## config.mk

```make
export PLATFORM = sky130hd
export DESIGN_NAME = irq_ctrl
export DESIGN_NICKNAME = d
export VERILOG_FILES = /design/src/rtl/irq_ctrl.sv
export SDC_FILE = /design/constraint.sdc
export NUM_CORES = 1
export LEC_CHECK = 0
export ABC_AREA = 1
export CORE_MARGIN = 2
export CORE_UTILIZATION = 40
export CTS_BUF_LIST = sky130_fd_sc_hd__clkbuf_8
export DETAILED_ROUTE_END_ITERATION = 12
export GPL_TIMING_DRIVEN = 0
export MAX_ROUTING_LAYER = met4
export SYNTH_ARGS = -nofsm -noshare
export SYNTH_HDL_FRONTEND = slang
export SYNTH_SLANG_ARGS = --single-unit
```

## constraint.sdc

```tcl
create_clock -name clk -period 1.35 [get_ports clk]
set_input_delay 0.27 -clock clk [delete_from_list [all_inputs] [get_ports clk]]
set_output_delay 0.27 -clock clk [all_outputs]
set_load 0.1 [all_outputs]
```

## src/rtl/irq_ctrl.sv

```systemverilog
// Interrupt aggregator: edge-detects sources into pending bits, masks them and
// drives one registered active-low interrupt line. CSR window is five registers.
module irq_ctrl #(
    parameter logic [4:0] BASE_ADDR = 5'h0,
    parameter int         NUM_SRC   = 8
) (
    input  logic               clk,
    input  logic               rst_n,
    input  logic [4:0]         csr_a,
    input  logic [7:0]         csr_di,
    input  logic               csr_we,
    output logic [7:0]         csr_do,
    input  logic [NUM_SRC-1:0] src,
    output logic               irq_n
);

    logic [NUM_SRC-1:0] ie_q, ie_d;
    logic [NUM_SRC-1:0] ip_q, ip_d;
    logic [NUM_SRC-1:0] ovf_q, ovf_d;
    logic [NUM_SRC-1:0] src_q, src_d;
    logic               gen_q, gen_d;
    logic               irq_n_q, irq_n_d;

    logic [4:0]         off;
    logic               in_win;
    logic [NUM_SRC-1:0] ev, clr_ip, clr_ovf;
    logic [7:0]         ie_rd, ip_rd, ovf_rd, src_rd;

    // Offset arithmetic wraps in 5 bits so a window near the top of the map still decodes.
    assign off    = csr_a - BASE_ADDR;
    assign in_win = (off < 5'd5);
    assign ev     = src & ~src_q;

    always_comb begin
        clr_ip  = '0;
        clr_ovf = '0;
        ie_d    = ie_q;
        gen_d   = gen_q;
        if (csr_we && in_win) begin
            case (off)
                5'd0:    ie_d    = csr_di[NUM_SRC-1:0];
                5'd1:    clr_ip  = csr_di[NUM_SRC-1:0];
                5'd2:    clr_ovf = csr_di[NUM_SRC-1:0];
                5'd3:    gen_d   = csr_di[0];
                default: ;
            endcase
        end
        // A new edge always wins over a clear; a lost event only counts if not cleared now.
        ip_d    = ev | (ip_q & ~clr_ip);
        ovf_d   = (ev & ip_q & ~clr_ip) | (ovf_q & ~clr_ovf);
        src_d   = src;
        irq_n_d = ~(gen_q & |(ip_q & ie_q));
    end

    always_ff @(posedge clk) begin
        if (!rst_n) begin
            ie_q    <= '0;
            ip_q    <= '0;
            ovf_q   <= '0;
            src_q   <= '0;
            gen_q   <= 1'b0;
            irq_n_q <= 1'b1;
        end else begin
            ie_q    <= ie_d;
            ip_q    <= ip_d;
            ovf_q   <= ovf_d;
            src_q   <= src_d;
            gen_q   <= gen_d;
            irq_n_q <= irq_n_d;
        end
    end

    always_comb begin
        ie_rd  = '0;
        ip_rd  = '0;
        ovf_rd = '0;
        src_rd = '0;
        ie_rd[NUM_SRC-1:0]  = ie_q;
        ip_rd[NUM_SRC-1:0]  = ip_q;
        ovf_rd[NUM_SRC-1:0] = ovf_q;
        src_rd[NUM_SRC-1:0] = src_q;
        csr_do = '0;
        if (in_win) begin
            case (off)
                5'd0:    csr_do = ie_rd;
                5'd1:    csr_do = ip_rd;
                5'd2:    csr_do = ovf_rd;
                5'd3:    csr_do = {~irq_n_q, 6'b0, gen_q};
                5'd4:    csr_do = src_rd;
                default: csr_do = '0;
            endcase
        end
    end

    assign irq_n = irq_n_q;

endmodule

```

==> results of run 1 <==
==> per-layer routing <==
metal | track usage (%) | up-vias | routed length (um)
met2 | 35.7 | 43 | 2330
li1 | - | 926 | -
met4 | 9.80 | 0 | 133
met1 | 29.1 | 782 | 2290
met3 | 3.78 | 13 | 180
met5 | - | - | 0
==> worst reg2reg max path: cells and delay by family, from the launching register on <==
| family | cells | cell delay (ps) |
|---|---|---|
| buffers and inverters | 1 | 110 |
| flip-flops | 1 | 300 |
| AO/OA/AOI/OAI | 1 | 110 |
| AND/OR/NAND/NOR | 3 | 240 |
==> power by group through the flow <==
stage               clock network, uW  logic [uW]  registers, uW
floorplan                           0         170           1090
global placement                    0         287           1090
detailed placement                  0         289           1100
CTS                               766         329           1080
global route                      794         379           1080
finish                            749         345           1080
==> kinds of logic (layout without fill, tap and decap cells) <==
kind of cell,count (synthesis),in the layout,share of synthesized area [%]
AO/OA/AOI/OAI,38,38,12.7
buffers and inverters,47,96,11.2
flip-flops,34,34,39.6
AND/OR/NAND/NOR,148,148,36.4
==> sequential cells by signal, indices dropped and copies added (netlist names) <==
name,flops
ie_q,8
ip_q,8
ovf_q,8
src_q,8
gen_q,1
irq_n,1
==> per-stage QoR <==
step                TNS, ps  util [%]  cell area, um^2  power [uW]  setup WS (ps)
detailed placement   -25600      54.7             2220        1380          -1850
finish                -1860      65.0             2640        2170           -242
CTS                   -1870      62.8             2550        2170           -249
global placement     -25400      54.7             2220        1380          -1850
floorplan             -1340         -             1850        1260           -225
global route          -2240      65.0             2640        2260           -290
==> cell usage after synthesis (all sizes together) <==
| cell type | number | share of area (%) |
|---|---|---|
| nor2 | 50 | 13 |
| o21ai | 12 | 3.5 |
| nand2 | 90 | 20 |
| o2111ai | 6 | 3.1 |
| clkinv | 1 | 0.22 |
| clkbuf | 2 | 0.44 |
| nand3 | 6 | 3.1 |
| inv | 41 | 9.0 |
| dfxtp | 34 | 40 |
| buf | 3 | 1.6 |
| o211ai | 1 | 0.44 |
| nand4 | 2 | 0.73 |
| o22ai | 2 | 0.73 |
| a21oi | 17 | 5.0 |
==> worst paths after layout <==
| kind | start | end | slack, ps | depth (start not counted) |
|---|---|---|---|---|
| hold reg to reg | gen_q$_SDFFE_PN0P_ | irq_n$_SDFF_PN1_ | 450 | 1 |
| hold / removal | rst_n | ie_q[4]$_SDFFE_PN0P_ | 300 | 3 |
| setup / recovery | csr_a[2] | csr_do[7] | -240 | 8 |
| setup reg to reg | src_q[6]$_SDFF_PN0_ | ovf_q[6]$_SDFF_PN0_ | 540 | 5 |
==> final cells by class <==
cell class / instances / share of cell area [%]
buffer: 5 / 1.66
clock buffer: 6 / 3.13
inverter: 42 / 6.74
multi-input combinational: 186 / 41.2
sequential: 34 / 25.9
tap: 50 / 2.37
timing repair buffer: 43 / 19.0
==> repair_timing <==
item	4_1_cts	5_1_grt
resized for setup	136	10
setup endpoints to repair	33	12
pin swaps	12	7
buffers inserted	5	6
gates cloned	1	0
==> results.txt, run 1 <==
----------------------------------------------------
[Outcome]
  Status ... finished, violations left
  Violated checks ... negative setup slack

[Worst setup path]
  CP Cell Sequence ... buf_8 -> nor2_4 -> nand3_4 -> buf_12 -> o21ai_4 -> nor2_2 -> nand2_4 -> buf_12
  CP Data Required Time ... 1080 ps
  Worst path arrival time ... 1320 ps
  Most used cell along the critical path ... sky130_fd_sc_hd__buf_12
  Classification of the worst setup path ... primary input to primary output
  Nature of the critical path endpoint ... primary output
  Kind of cell adding the most delay to the critical path ... simple AND/OR/NAND/NOR gates
  Bufs and invs on worst path ... 3
  Peak fanout along the critical path ... 5
  Launching element type of the critical path ... primary input
  Crit-path max cell delay ... 190 ps
  Slowest CP cell ... sky130_fd_sc_hd__nor2_4

[Clocking]
  TritonCTS Buffers ... 5
  Root buf cell ... sky130_fd_sc_hd__clkbuf_8
  TritonCTS clock tree ... built
  Clock Tree Buf Depth ... 2
  Later-pin clock latency in the skew report ... 290 ps
  Number of hold-repair buffers added at the cts stage ... 0
  H-Tree Level Count ... 2
  Clock sink total ... 34
  Clock transition at the registers of the reported paths ... 60 ps

[Floorplan]
  Horizontal extent of the die ... 69.5 um
  Vert. Die Dim ... 69.5 um
  CORE AREA ... 4060 um^2
  DIE AREA ... 4830 um^2
  IO Count ... 33
  Placement Rows ... 23
  Initial standard-cell utilization of the core ... 42.3%

[Placement]
  HPWL after detailed placement ... 3.34 mm
  Cell total after placement ... 348
  Final Wtd Congestion ... 0.793
  Number of input and output port buffers inserted ... 31

[Logic synthesis]
  Number of instances in the synthesized netlist ... 267
  Avg Synthesized Cell Area ... 6.43 um^2
  Number of distinct standard cells referenced by the synthesized netlist ... 21
  Syn. warnings ... 0
  Net Count, Synth ... 291
  Fraction of the yosys area taken by sequential cells ... 39.7%
  Post-synthesis sequential element count ... 34
  Post-synthesis cell area ... 1720 um^2

[Power and ir drop]
  Internal Power ... 1590 uW
  Largest vdd supply drop ... 766 uV
  Static power due to leakage ... 0.00114 uW
  Clock share of power ... 34.5%
  Switching Power ... 582 uW
  Part of the power in registers ... 49.6%
  Switching part of the total ... 26.8%
  Power per cell area ... 823 nW/um^2
  Power share of the combinational group ... 15.9%

[STA]
  # setup viols final ... 8
  Clock period minus worst slack ... 1590 ps
  FMAX ... 628 MHz
  Final clock skew ... 2.16 ps
  Max Transition Viols Final ... 0
  Minimum hold slack ... 299 ps
  Setup repair after global routing missed its margin ... yes
  Number of hold violations in the final report ... 0
  Max-slew headroom ... 52.7%
  Worst slew pin tran ... 709 ps
  Portion of the clock cycle consumed by the worst path in the final layout ... 118%
  Worst setup slack after layout ... -242 ps

[Global routing]
  Vias in the first global route ... 1707
  Total congestion overflow after global routing ... 0
  Wire length of the first global-routing pass ... 8.37 mm
  Number of antenna violations at the first check in global routing ... 0
  Aggregate global-route resource usage ... 22.8%
  Largest net degree at the start of global routing ... 11

[Route]
  Post-route DRC ... 0
  Mean number of vias per cell ... 4.82
  Routed WL ... 4.94 mm
  Final antenna-violating net count ... 0
  First-pass iteration count of the detailed router ... 4
  Drt wl/cell ... 13.5 um
  Total number of vias ... 1764
  Detailed Route Iter0 Violations ... 56

[Finish]
  Final net count ... 341
  Final antenna diode count ... 0
  Area used by multi-input combinational logic ... 1090 um^2
  Sequential cell area ... 684 um^2
  Final std cells w/o fill ... 366
  Synth-to-Final Area Change ... 53.6%
  Commonest cells after routing, fill and taps aside ... 81 x sky130_fd_sc_hd__nand2_1, 42 x sky130_fd_sc_hd__nor2_1, 34 x sky130_fd_sc_hd__inv_1
  Filler cell count ... 370
  Fraction of final layout cells sized beyond drive strength 1 ... 23.7%
  Most common cell after layout, fill and taps aside ... sky130_fd_sc_hd__nand2_1

[Run]
  Number of max-cap violations ... 0

[Worst hold path]
  Class of the tightest hold or removal check ... primary input to register

----------------------------------------------------
(Power assumes the default switching activity.)
==> run 2: changes to the inputs <==
CORE_ASPECT_RATIO = 1.5   (was not set)
==> run 2 against run 1 <==
The run still ends with negative setup slack left. Largest power group unchanged. Sequential cell count unchanged. Clock-buffer cell count down 1. Critical path type unchanged. Largest cell class unchanged. Worst hold slack worse by 6.5 ps. Cell area up 0.47%. Fmax up 1.4%. Worst setup slack better by 23 ps. Highest routed layer unchanged. Total power down 2.3%.
==> results.txt, run 2 (synthesis results as in run 1) <==
----------------------------------------------------
[Outcome]
  Status ... finished, violations left
  Violated checks ... negative setup slack

[STA]
  FMAX ... 637 MHz (+1.4%)
  Worst setup slack after layout ... -219 ps (+22.6 ps)
  Minimum hold slack ... 293 ps (-6.55 ps)
  Max Transition Viols Final ... 0 (unchanged)
  Final clock skew ... 3.92 ps (+1.76 ps)
  Setup TNS ... -1590 ps (+267 ps)
  Clock period minus worst slack ... 1570 ps (-22.6 ps)
  Max-slew headroom ... 58.7% (+6.0 points)
  Setup repair after global routing missed its margin ... yes
  Worst slew pin tran ... 619 ps (-90.3 ps)
  Portion of the clock cycle consumed by the worst path in the final layout ... 116% (-1.7 points)
  # setup viols final ... 8 (unchanged)
  Number of hold violations in the final report ... 0 (unchanged)

[Route]
  First-pass iteration count of the detailed router ... 4 (unchanged)
  Total number of vias ... 1771 (+0.40%)
  Detailed Route Iter0 Violations ... 80 (+43%)
  Mean number of vias per cell ... 4.91 (+1.8%)
  Drt wl/cell ... 14.0 um (+3.8%)
  Post-route DRC ... 0 (unchanged)
  Routed WL ... 5.06 mm (+2.4%)
  Final antenna-violating net count ... 0 (unchanged)

[Finish]
  Final Cell Area ... 2650 um^2 (+0.47%)
  Filler cell count ... 387 (+4.6%)
  Final std cells w/o fill ... 361 (-1.4%)
  Sequential cell area ... 684 um^2 (unchanged)
  Fraction of final layout cells sized beyond drive strength 1 ... 25.1% (+1.3 points)
  Most common cell after layout, fill and taps aside ... sky130_fd_sc_hd__nand2_1
  Commonest cells after routing, fill and taps aside ... 75 x sky130_fd_sc_hd__nand2_1, 41 x sky130_fd_sc_hd__nor2_1, 36 x sky130_fd_sc_hd__inv_1
  Final net count ... 339 (-0.59%)
  Area used by multi-input combinational logic ... 1100 um^2 (+1.4%)
  Synth-to-Final Area Change ... 54.4%
  Final antenna diode count ... 0 (unchanged)

[Clocking]
  Clock transition at the registers of the reported paths ... 70 ps (about the same)
  TritonCTS clock tree ... built
  H-Tree Level Count ... 2 (unchanged)
  Later-pin clock latency in the skew report ... 290 ps (about the same)
  Clock sink total ... 34 (unchanged)
  Clock Tree Buf Depth ... 2 (unchanged)
  Root buf cell ... sky130_fd_sc_hd__clkbuf_8
  TritonCTS Buffers ... 5 (unchanged)

[Placement]
  Cell total after placement ... 344 (-1.1%)
  Placed cell area ... 2210 um^2 (-0.23%)
  Final Wtd Congestion ... 0.784 (-1.0%)
  HPWL after detailed placement ... 3.36 mm (+0.66%)
  Number of input and output port buffers inserted ... 31 (unchanged)

[Global routing]
  Total congestion overflow after global routing ... 0 (unchanged)
  Vias in the first global route ... 1701 (-0.35%)
  Wire length of the first global-routing pass ... 7.92 mm (-5.4%)
  Largest net degree at the start of global routing ... 11 (unchanged)
  Number of antenna violations at the first check in global routing ... 0 (unchanged)
  Aggregate global-route resource usage ... 22.2% (-0.65 points)

[Worst setup path]
  Launching element type of the critical path ... primary input
  Classification of the worst setup path ... primary input to primary output
  Kind of cell adding the most delay to the critical path ... buffers and inverters
  Nature of the critical path endpoint ... primary output
  Bufs and invs on worst path ... 3 (unchanged)
  Register-to-register setup slack ... 510 ps (-30 ps)
  Peak fanout along the critical path ... 5 (unchanged)
  CP Cell Sequence ... buf_8 -> nor2_4 -> nand3_4 -> buf_12 -> o21ai_4 -> nor2_4 -> nand2_4 -> buf_12
  Slowest CP cell ... sky130_fd_sc_hd__buf_12
  Worst path arrival time ... 1300 ps (-20 ps)
  Crit-path max cell delay ... 180 ps (about the same)
  CP Data Required Time ... 1080 ps (about the same)

[Floorplan]
  Placement Rows ... 29 (+26%)
  Horizontal extent of the die ... 57.5 um (-17%)
  Initial standard-cell utilization of the core ... 41.1% (-1.2 points)
  DIE AREA ... 4840 um^2 (+0.23%)
  IO Count ... 33 (unchanged)
  Vert. Die Dim ... 84.2 um (+21%)
  CORE AREA ... 4170 um^2 (+2.8%)

[Run]
  Number of max-cap violations ... 0 (unchanged)

[Power and ir drop]
  Largest vdd supply drop ... 682 uV (-11%)
  Static power due to leakage ... 0.00115 uW (+0.84%)
  Power per cell area ... 800 nW/um^2 (-2.8%)

[Worst hold path]
  Class of the tightest hold or removal check ... primary input to register

----------------------------------------------------
==> run 2: changes by cell type in the layout (fill, tap and decap cells not counted), moves of 2 or more <==
cell	previous run	this run
sky130_fd_sc_hd__buf_4	10	8
sky130_fd_sc_hd__inv_1	34	36
sky130_fd_sc_hd__nand2_1	81	75
sky130_fd_sc_hd__nand2_2	5	11
==> run 2: timing repair <==
action                                  in CTS  in global routing
buffers inserted                             3                  6
endpoints found under the setup margin      33                 21
pin swaps                                    9                  7
hold buffers                                 0                  0
gates resized for setup                    130                 27
gates cloned                                 1                  0
==> run 2: where the power goes <==
| group | internal (uW) | switching (uW) | leakage (uW) |
|---|---|---|---|
| sequential | 1050 | 30.2 | 0.000279 |
| combinational | 152 | 197 | 0.000825 |
| clock | 340 | 356 | 0.0000466 |
==> run 2: metrics by stage <==
stage | setup WS (ps) | util (%) | power (uW)
2_1_floorplan | -225 | - | 1260
3_3_place_gp | -1800 | 53.0 | 1380
3_5_place_dp | -1800 | 53.0 | 1390
4_1_cts | -239 | 60.1 | 2110
5_1_grt | -268 | 63.5 | 2200
6_report | -219 | 63.5 | 2120
==> run 2: area by class of cell <==
| class | count | area share, % |
|---|---|---|
| tap | 46 | 2.17 |
| sequential | 34 | 25.8 |
| timing repair buffer | 41 | 19.0 |
| clock buffer | 5 | 2.60 |
| inverter | 42 | 6.89 |
| buffer | 5 | 1.65 |
| clock inverter | 2 | 0.283 |
| multi-input combinational | 186 | 41.5 |
==> run 2: routing by layer <==
metal | global-route usage [%] | vias to the layer above | share of wire (%) | wire (um)
met5 | - | - | 0 | 0
met4 | 9.09 | 0 | 1.2 | 63
met3 | 4.01 | 5 | 3.2 | 163
met2 | 37.9 | 34 | 56 | 2830
met1 | 24.7 | 817 | 40 | 2000
li1 | - | 915 | - | -
==> run 2: path summary, 6_finish.rpt <==
kind,end,from,cells past startpoint
worst min register to register,irq_n$_SDFF_PN1_,gen_q$_SDFFE_PN0P_,1
worst max-delay path,csr_do[0],csr_a[2],8
worst min-delay path,ie_q[1]$_SDFFE_PN0P_,rst_n,3
worst max register to register,irq_n$_SDFF_PN1_,ie_q[0]$_SDFFE_PN0P_,3
==> run 2: tightest hold or removal path, stage by stage <==
cell and delay, ps:
sky130_fd_sc_hd__buf_2 150, sky130_fd_sc_hd__o21ai_0 80, sky130_fd_sc_hd__nor2_1 40
==> run 3: changes to the inputs <==
CELL_PAD_IN_SITES_DETAIL_PLACEMENT = 1   (was not set)
CELL_PAD_IN_SITES_GLOBAL_PLACEMENT = 1   (was not set)
CORE_UTILIZATION = 37   (was 40)
PLACE_DENSITY_LB_ADDON = 0.1   (was not set)
==> run 3 against run 2 <==
The run still ends with negative setup slack left. Clock-buffer cell count up 1. Wire length up 25%. Sequential cell count unchanged. Largest power group unchanged.
==> results.txt, run 3 (synthesis results as in run 1) <==
----------------------------------------------------
[Placement]
  HPWL after detailed placement ... 3.82 mm (+13%)
  Placed cell area ... 2220 um^2 (+0.11%)
  Number of input and output port buffers inserted ... 31 (unchanged)
  Final Wtd Congestion ... 0.785 (+0.13%)

[Global routing]
  Aggregate global-route resource usage ... 27.2% (+5.1 points)
  Number of antenna violations at the first check in global routing ... 0 (unchanged)
  Wire length of the first global-routing pass ... 9.90 mm (+25%)
  Largest net degree at the start of global routing ... 11 (unchanged)
  Vias in the first global route ... 2022 (+19%)
  Total congestion overflow after global routing ... 0 (unchanged)

[Finish]
  Utilization of the core after routing ... 59.7% (-3.8 points)
  Fraction of final layout cells sized beyond drive strength 1 ... 25.0% (-0.079 points)
  Synth-to-Final Area Change ... 56.7%
  Final Cell Area ... 2690 um^2 (+1.5%)
  Commonest cells after routing, fill and taps aside ... 79 x sky130_fd_sc_hd__nand2_1, 41 x sky130_fd_sc_hd__nor2_1, 36 x sky130_fd_sc_hd__inv_1
  Most common cell after layout, fill and taps aside ... sky130_fd_sc_hd__nand2_1
  Final net count ... 343 (+1.2%)
  Final antenna diode count ... 0 (unchanged)

[STA]
  Max Transition Viols Final ... 0 (unchanged)
  Worst setup slack after layout ... -251 ps (-32.0 ps)
  FMAX ... 625 MHz (-2.0%)
  Clock period minus worst slack ... 1600 ps (+32.0 ps)
  Max-slew headroom ... 59.6% (+0.88 points)
  Number of hold violations in the final report ... 0 (unchanged)
  Portion of the clock cycle consumed by the worst path in the final layout ... 119% (+2.4 points)
  Worst slew pin tran ... 606 ps (-13.2 ps)
  Setup repair after global routing missed its margin ... yes
  Final clock skew ... 5.55 ps (+1.63 ps)
  # setup viols final ... 8 (unchanged)

[Worst setup path]
  Slowest CP cell ... sky130_fd_sc_hd__buf_12
  Peak fanout along the critical path ... 8 (+3)
  Nature of the critical path endpoint ... primary output
  CP Cell Sequence ... buf_8 -> nor2_4 -> buf_6 -> nand3_4 -> clkinv_8 -> nand2_1 -> o2111ai_4 -> buf_12
  Worst path arrival time ... 1330 ps (+30 ps)
  Classification of the worst setup path ... primary input to primary output
  CP Data Required Time ... 1080 ps (about the same)
  Number of cells on the worst reg-to-reg path ... 3 (unchanged)
  Crit-path max cell delay ... 200 ps (+20 ps)
  Launching element type of the critical path ... primary input

[Power and ir drop]
  Part of the power in registers ... 48.3% (-2.5 points)
  Power per cell area ... 830 nW/um^2 (+3.7%)
  Internal Power ... 1610 uW (+4.5%)
  Switching part of the total ... 28.0% (+0.54 points)
  Switching Power ... 626 uW (+7.3%)
  Power share of the combinational group ... 16.4% (about the same)
  Static power due to leakage ... 0.00120 uW (+4.2%)
  Largest vdd supply drop ... 608 uV (-11%)
  Clock share of power ... 35.3% (+2.5 points)

[Worst hold path]
  Number of cells traversed by the worst hold path ... 3 (unchanged)
  Class of the tightest hold or removal check ... primary input to register

[Clocking]
  Root buf cell ... sky130_fd_sc_hd__clkbuf_8
  Clock sink total ... 34 (unchanged)
  Later-pin clock latency in the skew report ... 290 ps (about the same)
  TritonCTS clock tree ... built
  TritonCTS Buffers ... 5 (unchanged)
  H-Tree Level Count ... 2 (unchanged)
  Clock transition at the registers of the reported paths ... 80 ps (about the same)
  Number of hold-repair buffers added at the cts stage ... 0 (unchanged)
  Clock Tree Buf Depth ... 2 (unchanged)

[Floorplan]
  DIE AREA ... 5210 um^2 (+7.6%)
  Placement Rows ... 30 (+3.4%)
  Vert. Die Dim ... 87.4 um (+3.8%)
  CORE AREA ... 4500 um^2 (+7.9%)
  Initial standard-cell utilization of the core ... 38.1% (-3.0 points)
  Horizontal extent of the die ... 59.6 um (+3.7%)
  IO Count ... 33 (unchanged)

[Route]
  Total number of vias ... 1928 (+8.9%)
  Mean number of vias per cell ... 5.24 (+6.8%)
  Detailed Route Iter0 Violations ... 49 (-39%)
  Drt wl/cell ... 17.1 um (+22%)
  First-pass iteration count of the detailed router ... 4 (unchanged)
  Routed WL ... 6.31 mm (+25%)
  Final antenna-violating net count ... 0 (unchanged)
  Post-route DRC ... 0 (unchanged)

[Outcome]
  Status ... finished, violations left
  Violated checks ... negative setup slack

[Run]
  Number of max-cap violations ... 0 (unchanged)

----------------------------------------------------
[run 3: per-stage QoR]
stage / setup WS (ps) / hold slack, ps / TNS [ps] / power (uW) / instances
after global placement: -1810 / 455 / -25490 / 1390 / 346
final: -251 / 289 / -1820 / 2230 / 368
after CTS: -214 / 280 / -1600 / 2240 / 362
after detailed placement: -1830 / 457 / -26180 / 1390 / 346
after floorplan: -225 / 363 / -1340 / 1260 / 267
after global routing: -284 / 297 / -2330 / 2340 / 368
[run 3: cell type report]
| cell class | count | area, um^2 |
|---|---|---|
| clock buffer | 6 | 82.6 |
| fill | 564 | 1810 |
| clock inverter | 2 | 8.76 |
| buffer | 5 | 43.8 |
| tap | 48 | 60.1 |
| sequential | 34 | 684 |
| multi-input combinational | 186 | 1090 |
| timing repair buffer | 45 | 542 |
| inverter | 42 | 180 |
[run 3: power groups by stage]
stage	Clock [uW]	Sequential [uW]	Combinational (uW)
final	788	1080	365
after global routing	857	1090	394
after CTS	811	1080	349
after detailed placement	0	1100	296
after global placement	0	1100	289
after floorplan	0	1090	170
[run 3: layer usage]
layer	part of all wire, %	global-route usage, %	wire length [um]	vias to the layer above
li1	-	-	-	932
met1	36	27.8	2290	928
met2	56	48.5	3510	49
met3	3.4	4.46	216	19
met4	4.6	13.9	288	0
met5	0	-	0	-
[run 3: repair_timing]
item / CTS / global route
setup buffers: 7 / 6
setup endpoints to repair: 33 / 17
gates cloned: 1 / 0
pin swaps: 14 / 10
gates resized for setup: 141 / 17
[run 3: worst max-delay path, delay by kind of cell]
| kind | cells | cell delay [ps] |
|---|---|---|
| simple gates | 3 | 380 |
| buf+inv | 4 | 560 |
| compound gates | 1 | 110 |
[run 3: path summary, 6_finish.rpt]
| kind | end | slack, ps | from |
|---|---|---|---|
| min reg2reg | irq_n$_SDFF_PN1_ | 480 | gen_q$_SDFFE_PN0P_ |
| max | csr_do[2] | -250 | csr_a[2] |
| min | ie_q[1]$_SDFFE_PN0P_ | 290 | rst_n |
| max reg2reg | irq_n$_SDFF_PN1_ | 470 | ip_q[0]$_SDFF_PN0_ |
